===== config.mk =====
export PLATFORM = sky130hd
export DESIGN_NAME = neuron_feeder
export DESIGN_NICKNAME = d
export VERILOG_FILES = /design/src/rtl/nn_pkg.sv /design/src/rtl/feeder_issue_ctr.sv /design/src/rtl/neuron_feeder.sv
export SDC_FILE = /design/constraint.sdc
export NUM_CORES = 1
export LEC_CHECK = 0
export ABC_AREA = 1
export CAP_MARGIN = 25
export CORE_ASPECT_RATIO = 0.9
export CORE_MARGIN = 10
export CORE_UTILIZATION = 30
export CTS_CLUSTER_SIZE = 40
export DETAILED_ROUTE_END_ITERATION = 16
export GPL_ROUTABILITY_DRIVEN = 0
export SYNTH_ARGS = -nofsm -noshare
export SYNTH_HDL_FRONTEND = slang
export SYNTH_HIERARCHICAL = 1
export SYNTH_SLANG_ARGS = --single-unit
export TNS_END_PERCENT = 50

===== constraint.sdc =====
create_clock -name clk -period 2.3 [get_ports clk]
set_clock_uncertainty 0.1 [all_clocks]
set_input_delay 0.345 -clock clk [delete_from_list [all_inputs] [get_ports clk]]
set_output_delay 0.345 -clock clk [all_outputs]
set_load 0.01 [all_outputs]

===== src/rtl/nn_pkg.sv =====
// Shared types and constants for the neural-network datapath blocks.
package nn_pkg;

  localparam int NN_RESULT_W = 16;

  typedef enum logic [1:0] {
    ST_IDLE     = 2'd0,
    ST_ISSUE    = 2'd1,
    ST_WAIT_RES = 2'd2,
    ST_DONE     = 2'd3
  } feeder_state_e;

  // Bits needed to hold the values 0..n inclusive.
  function automatic int cnt_width(input int n);
    return (n < 1) ? 1 : $clog2(n + 1);
  endfunction

endpackage


===== src/rtl/feeder_issue_ctr.sv =====
// Address issue counter with a one-deep read-pipeline valid and an emitted-beat count.
module feeder_issue_ctr
  import nn_pkg::*;
#(
  parameter int NUM_INPUTS = 784,
  parameter int CNT_W      = cnt_width(NUM_INPUTS)
) (
  input  logic             clk,
  input  logic             rst,
  input  logic             clear,
  input  logic             issue_req,
  output logic [CNT_W-1:0] issue_cnt,
  output logic             pipe_vld,
  output logic             last_beat
);

  localparam logic [CNT_W-1:0] CNT_FULL = CNT_W'(NUM_INPUTS);
  localparam logic [CNT_W-1:0] CNT_LAST = CNT_W'(NUM_INPUTS - 1);

  logic [CNT_W-1:0] issue_cnt_r;
  logic [CNT_W-1:0] beat_cnt_r;
  logic             pipe_vld_r;
  logic             issue_fire_s;

  // Saturation at NUM_INPUTS is what stops issue; the counter never wraps.
  assign issue_fire_s = issue_req && (issue_cnt_r != CNT_FULL);

  // Issue count, beat count and pipeline valid, all cleared at each accepted start.
  always_ff @(posedge clk) begin
    if (rst || clear) begin
      issue_cnt_r <= {CNT_W{1'b0}};
      beat_cnt_r  <= {CNT_W{1'b0}};
      pipe_vld_r  <= 1'b0;
    end else begin
      pipe_vld_r <= issue_fire_s;
      if (issue_fire_s) begin
        issue_cnt_r <= issue_cnt_r + CNT_W'(1'b1);
      end
      if (pipe_vld_r) begin
        beat_cnt_r <= beat_cnt_r + CNT_W'(1'b1);
      end
    end
  end

  assign issue_cnt = issue_cnt_r;
  assign pipe_vld  = pipe_vld_r;
  assign last_beat = pipe_vld_r && (beat_cnt_r == CNT_LAST);

endmodule


===== src/rtl/neuron_feeder.sv =====
// Streams NUM_INPUTS activation/weight pairs from two RAMs into a neuron and
// collects its result, with a bounded wait and a sticky timeout flag.
module neuron_feeder
  import nn_pkg::*;
#(
  parameter int IN_WIDTH       = 16,
  parameter int NUM_INPUTS     = 784,
  parameter int ADDR_W         = $clog2(NUM_INPUTS),
  parameter int RESULT_TIMEOUT = 8
) (
  input  logic                   clk,
  input  logic                   rst,
  input  logic                   start,
  input  logic                   pause,
  output logic [ADDR_W-1:0]      act_addr,
  input  logic [IN_WIDTH-1:0]    act_data,
  output logic [ADDR_W-1:0]      wt_addr,
  input  logic [IN_WIDTH-1:0]    wt_data,
  input  logic [IN_WIDTH-1:0]    bias,
  output logic [IN_WIDTH-1:0]    data_in,
  output logic [IN_WIDTH-1:0]    weight_in,
  output logic [IN_WIDTH-1:0]    bias_in,
  output logic                   input_valid,
  input  logic [NN_RESULT_W-1:0] nrn_data,
  input  logic                   nrn_valid,
  output logic                   busy,
  output logic [NN_RESULT_W-1:0] result,
  output logic                   result_valid,
  output logic                   timeout_err
);

  localparam int CNT_W = cnt_width(NUM_INPUTS);
  localparam int TO_W  = cnt_width(RESULT_TIMEOUT);
  localparam logic [TO_W-1:0] TO_LAST = TO_W'(RESULT_TIMEOUT - 1);

  feeder_state_e          state_r, next_state_s;
  logic [CNT_W-1:0]       issue_cnt_s;
  logic                   pipe_vld_s;
  logic                   last_beat_s;
  logic                   ctr_clear_s;
  logic                   issue_req_s;
  logic                   expired_s;
  logic [TO_W-1:0]        wait_cnt_r, wait_cnt_s;
  logic                   busy_r, busy_s;
  logic [IN_WIDTH-1:0]    bias_in_r, bias_in_s;
  logic [NN_RESULT_W-1:0] result_r, result_s;
  logic                   result_valid_r, result_valid_s;
  logic                   timeout_err_r, timeout_err_s;

  feeder_issue_ctr #(
    .NUM_INPUTS (NUM_INPUTS),
    .CNT_W      (CNT_W)
  ) u_issue_ctr (
    .clk       (clk),
    .rst       (rst),
    .clear     (ctr_clear_s),
    .issue_req (issue_req_s),
    .issue_cnt (issue_cnt_s),
    .pipe_vld  (pipe_vld_s),
    .last_beat (last_beat_s)
  );

  assign expired_s = (wait_cnt_r == TO_LAST);

  // FSM state register.
  always_ff @(posedge clk) begin
    if (rst) begin
      state_r <= ST_IDLE;
    end else begin
      state_r <= next_state_s;
    end
  end

  // FSM next-state logic.
  always_comb begin
    next_state_s = state_r;
    case (state_r)
      ST_IDLE: begin
        if (start) next_state_s = ST_ISSUE;
        else       next_state_s = ST_IDLE;
      end
      ST_ISSUE: begin
        if (last_beat_s) next_state_s = ST_WAIT_RES;
        else             next_state_s = ST_ISSUE;
      end
      ST_WAIT_RES: begin
        if (nrn_valid || expired_s) next_state_s = ST_DONE;
        else                        next_state_s = ST_WAIT_RES;
      end
      ST_DONE: next_state_s = ST_IDLE;
      default: next_state_s = ST_IDLE;
    endcase
  end

  // FSM output logic: counter controls and next values of the registered outputs.
  always_comb begin
    busy_s         = busy_r;
    bias_in_s      = bias_in_r;
    result_s       = result_r;
    result_valid_s = 1'b0;
    timeout_err_s  = timeout_err_r;
    wait_cnt_s     = {TO_W{1'b0}};
    ctr_clear_s    = 1'b0;
    issue_req_s    = 1'b0;
    case (state_r)
      ST_IDLE: begin
        if (start) begin
          busy_s        = 1'b1;
          bias_in_s     = bias;
          timeout_err_s = 1'b0;
          ctr_clear_s   = 1'b1;
        end else begin
          busy_s = 1'b0;
        end
      end
      ST_ISSUE: begin
        busy_s      = 1'b1;
        issue_req_s = ~pause;
      end
      ST_WAIT_RES: begin
        if (nrn_valid) begin
          result_s       = nrn_data;
          result_valid_s = 1'b1;
          busy_s         = 1'b0;
        end else if (expired_s) begin
          result_s       = {NN_RESULT_W{1'b0}};
          timeout_err_s  = 1'b1;
          result_valid_s = 1'b1;
          busy_s         = 1'b0;
        end else begin
          wait_cnt_s = wait_cnt_r + TO_W'(1'b1);
        end
      end
      ST_DONE: busy_s = 1'b0;
      default: busy_s = 1'b0;
    endcase
  end

  // Output and wait-counter registers.
  always_ff @(posedge clk) begin
    if (rst) begin
      busy_r         <= 1'b0;
      bias_in_r      <= {IN_WIDTH{1'b0}};
      result_r       <= {NN_RESULT_W{1'b0}};
      result_valid_r <= 1'b0;
      timeout_err_r  <= 1'b0;
      wait_cnt_r     <= {TO_W{1'b0}};
    end else begin
      busy_r         <= busy_s;
      bias_in_r      <= bias_in_s;
      result_r       <= result_s;
      result_valid_r <= result_valid_s;
      timeout_err_r  <= timeout_err_s;
      wait_cnt_r     <= wait_cnt_s;
    end
  end

  // RAM data is forwarded in the cycle it arrives so a beat leaves two cycles after start.
  assign act_addr     = ADDR_W'(issue_cnt_s);
  assign wt_addr      = ADDR_W'(issue_cnt_s);
  assign input_valid  = pipe_vld_s;
  assign data_in      = pipe_vld_s ? act_data : {IN_WIDTH{1'b0}};
  assign weight_in    = pipe_vld_s ? wt_data  : {IN_WIDTH{1'b0}};
  assign bias_in      = bias_in_r;
  assign busy         = busy_r;
  assign result       = result_r;
  assign result_valid = result_valid_r;
  assign timeout_err  = timeout_err_r;

endmodule

==> impl_metrics.yaml <==
clock_tree:
  cts-resized-gates: 0
  postCtsHoldBufs: 0
  numCtsBuffers: 9
  postCtsSetupBuffers: 0
  htreeDepth: 3
  clk_latency_ns: 0.34
  cts_buffer_depth: 2
  cts.sinks: 62
  cts_root_buf: "clkbuf_8"
  cts_tree: "built"
  clk_pin_slew_ns: 0.07
timing:
  timing.final.crit_share: 0.871
  relSlewSlack: 0.458
  tns_ns: 0
  post-route-min-period_ns: 2.00
  setup_violations: 0
  setup_ws_ns: 0.296
  finalHoldViolCount: 0
  clock.fmax_ghz: 0.499
  fin_hold_ws_ns: 0.346
  worst_slew_pin_slew_ns: 0.808
  finalMaxSlewViolations: 0
  rsz0062_at_grt: "no"
min_path:
  hold_path_depth: 1
  hold_path_class: "flip-flop to flip-flop"
routing:
  wl_per_cell_um: 12.7
  drc: 0
  routed_wl_um: 8910
  vias_per_cell: 4.31
  via_count: 3028
  drt_iter0_markers: 141
  drt-pass1-iter-count: 4
  drtAntennaViolNets: 0
synthesis:
  syn_inst: 423
  yosysUniqueCellTypes: 36
  synthArstFlopShare: 0
  syn-num-nets: 496
  yosys_warnings: 6
  synth_compound_area_frac: 0.118
  syn_area_per_cell_um2: 7.05
  yosysMostFrequentCell: "nand2_1"
  syn_area_um2: 2980
  synth-simple-area-share: 0.291
  synth-edff-count: 0
  synth_top_cell_by_area: "dfxtp_1"
  ys_ff_latch: 62
  synth_mux_area_frac: 0
  yosys.area_share.xor_xnor: 0.0206
  synthTopCellsByCount: "nand2_1 (112), dfxtp_1 (62), nor2_1 (60)"
  synth_sequential_area_ratio: 0.416
  dominantRegCellSynth: "dfxtp_1"
  synth_top_family_by_area: "simple AND/OR/NAND/NOR gates"
  synth_area_leaders: "dfxtp_1 (42%), nand2_1 (14%), nor2_1 (7.6%)"
  synthAdderAreaFrac: 0.0168
  synth.top_cell.area_share: 0.416
floorplanning:
  die_x_um: 125
  core_area_um2: 9700
  die_area_um2: 14300
  ios: 157
  die_height_um: 115
  start_util: 0.307
  rows: 34
final_layout:
  diodes: 0
  final_area_um2: 4790
  nFillCells: 968
  nets: 644
  area_growth_syn_to_layout_pct: 60.6
  drive_above_1_share: 0.0833
  finalNonFillerCells: 702
placed_design:
  place_inst: 686
  place_area_um2: 4590
  portBuffers: 156
  post-place-ws_ns: 0.398
  place_hpwl_um: 6920
global_routing:
  grt_pass1_wl_um: 14900
  track_usage: 0.123
  antenna_found_initial: 0
  grt_pass1_vias: 3037
  grt_overflow: 0
  grt_max_degree: 41
worst_setup_path:
  r2r_cells: 6
  critPathKind: "flip-flop to output pin"
  start_kind: "flip-flop"
  cp_max_fo: 40
  required_ns: 1.86
  cp.arrival_ns: 1.56
  crit_path_end_kind: "output pin"
flow_run:
  maxCapViolations: 0
outcome:
  outcome: "finished, final reports clean"
power_and_ir_drop:
  powerDensity_nw_per_um2: 507
  vdd_drop_max_v: 0.000321
  power_leakage_nw: 2.00
==> registers in the layout (all words and copies together) (netlist names), named ones only <==
signal	flops
u_issue_ctr/issue_cnt	10
u_issue_ctr/beat_cnt_r	10
wait_cnt_r	4
state_r	1
u_issue_ctr/pipe_vld	1
busy	1
bias_in	16
result	16
result_valid	1
timeout_err	1
==> worst max-delay path, stage by stage, from the launching register on <==
cell and delay (ns):
dfxtp_1 0.35, buf_12 0.20, nand2_1 0.07, inv_1 0.05, clkdlybuf4s50_1 0.54
==> cells by family after synthesis <==
| family | after synthesis |
|---|---|
| AO/OA/AOI/OAI | 62 |
| buffers and inverters | 86 |
| adder cells (fa/ha/maj) | 4 |
| XOR/XNOR | 7 |
| AND/OR/NAND/NOR | 202 |
| flip-flops | 62 |
==> layout make-up <==
cell class | count | area (um^2) | share of cell area
timing repair buffer | 161 | 1610 | 0.337
multi-input combinational | 275 | 1330 | 0.278
sequential | 62 | 1240 | 0.259
inverter | 62 | 249 | 0.0520
tap | 126 | 158 | 0.0329
clock buffer | 9 | 124 | 0.0259
clock inverter | 7 | 73.8 | 0.0154
==> report_power, final <==
part           total [mW]  internal, mW  switching (mW)
Sequential           1.13          1.11          0.0197
Combinational       0.348         0.208           0.140
Clock               0.956         0.503           0.452
Total                2.43          1.82           0.612
==> through the flow <==
| step | power (mW) | utilization |
|---|---|---|
| 2_1_floorplan | 1.28 | - |
| 3_3_place_gp | 1.50 | 0.473 |
| 3_5_place_dp | 1.50 | 0.473 |
| 4_1_cts | 2.47 | 0.494 |
| 5_1_grt | 2.54 | 0.494 |
| 6_report | 2.43 | 0.494 |
==> placed cells by master (no fill, tap or decap), types with 2 or more instances in the layout <==
cell type | synthesis | final
clkinv_4 | 0 | 2
xor2_1 | 6 | 6
nand3_1 | 9 | 9
nor2_1 | 60 | 60
clkbuf_8 | 0 | 9
nand4_1 | 5 | 5
a21oi_1 | 23 | 23
o21ai_0 | 24 | 24
buf_4 | 12 | 4
clkdlybuf4s50_1 | 0 | 156
ha_1 | 4 | 4
inv_2 | 4 | 4
nand3b_1 | 2 | 2
a21oi_2 | 10 | 10
o21ai_1 | 3 | 3
dfxtp_1 | 62 | 62
inv_1 | 56 | 56
clkinv_2 | 0 | 2
nor3_1 | 2 | 2
nand2_1 | 112 | 112
nand2_2 | 3 | 3
==> per-layer routing <==
| metal | GRT usage | share of wire | up-vias |
|---|---|---|---|
| met5 | 0 | 0 | - |
| met4 | 0.0368 | 0.0082 | 0 |
| met3 | 0.0671 | 0.12 | 4 |
| met2 | 0.185 | 0.42 | 116 |
| met1 | 0.148 | 0.45 | 1320 |
| li1 | - | - | 1588 |
==> worst paths after layout <==
check | end | from | slack (ns)
worst max-delay path | data_in[2] | u_issue_ctr/pipe_vld | 0.30
worst min-delay path | wait_cnt_r[0] | wait_cnt_r[0] | 0.35
worst min register to register | wait_cnt_r[0] | wait_cnt_r[0] | 0.35
worst max register to register | u_issue_ctr/issue_cnt[4] | u_issue_ctr/issue_cnt[0] | 0.48
Note: power is estimated with default switching activity, not from simulation.
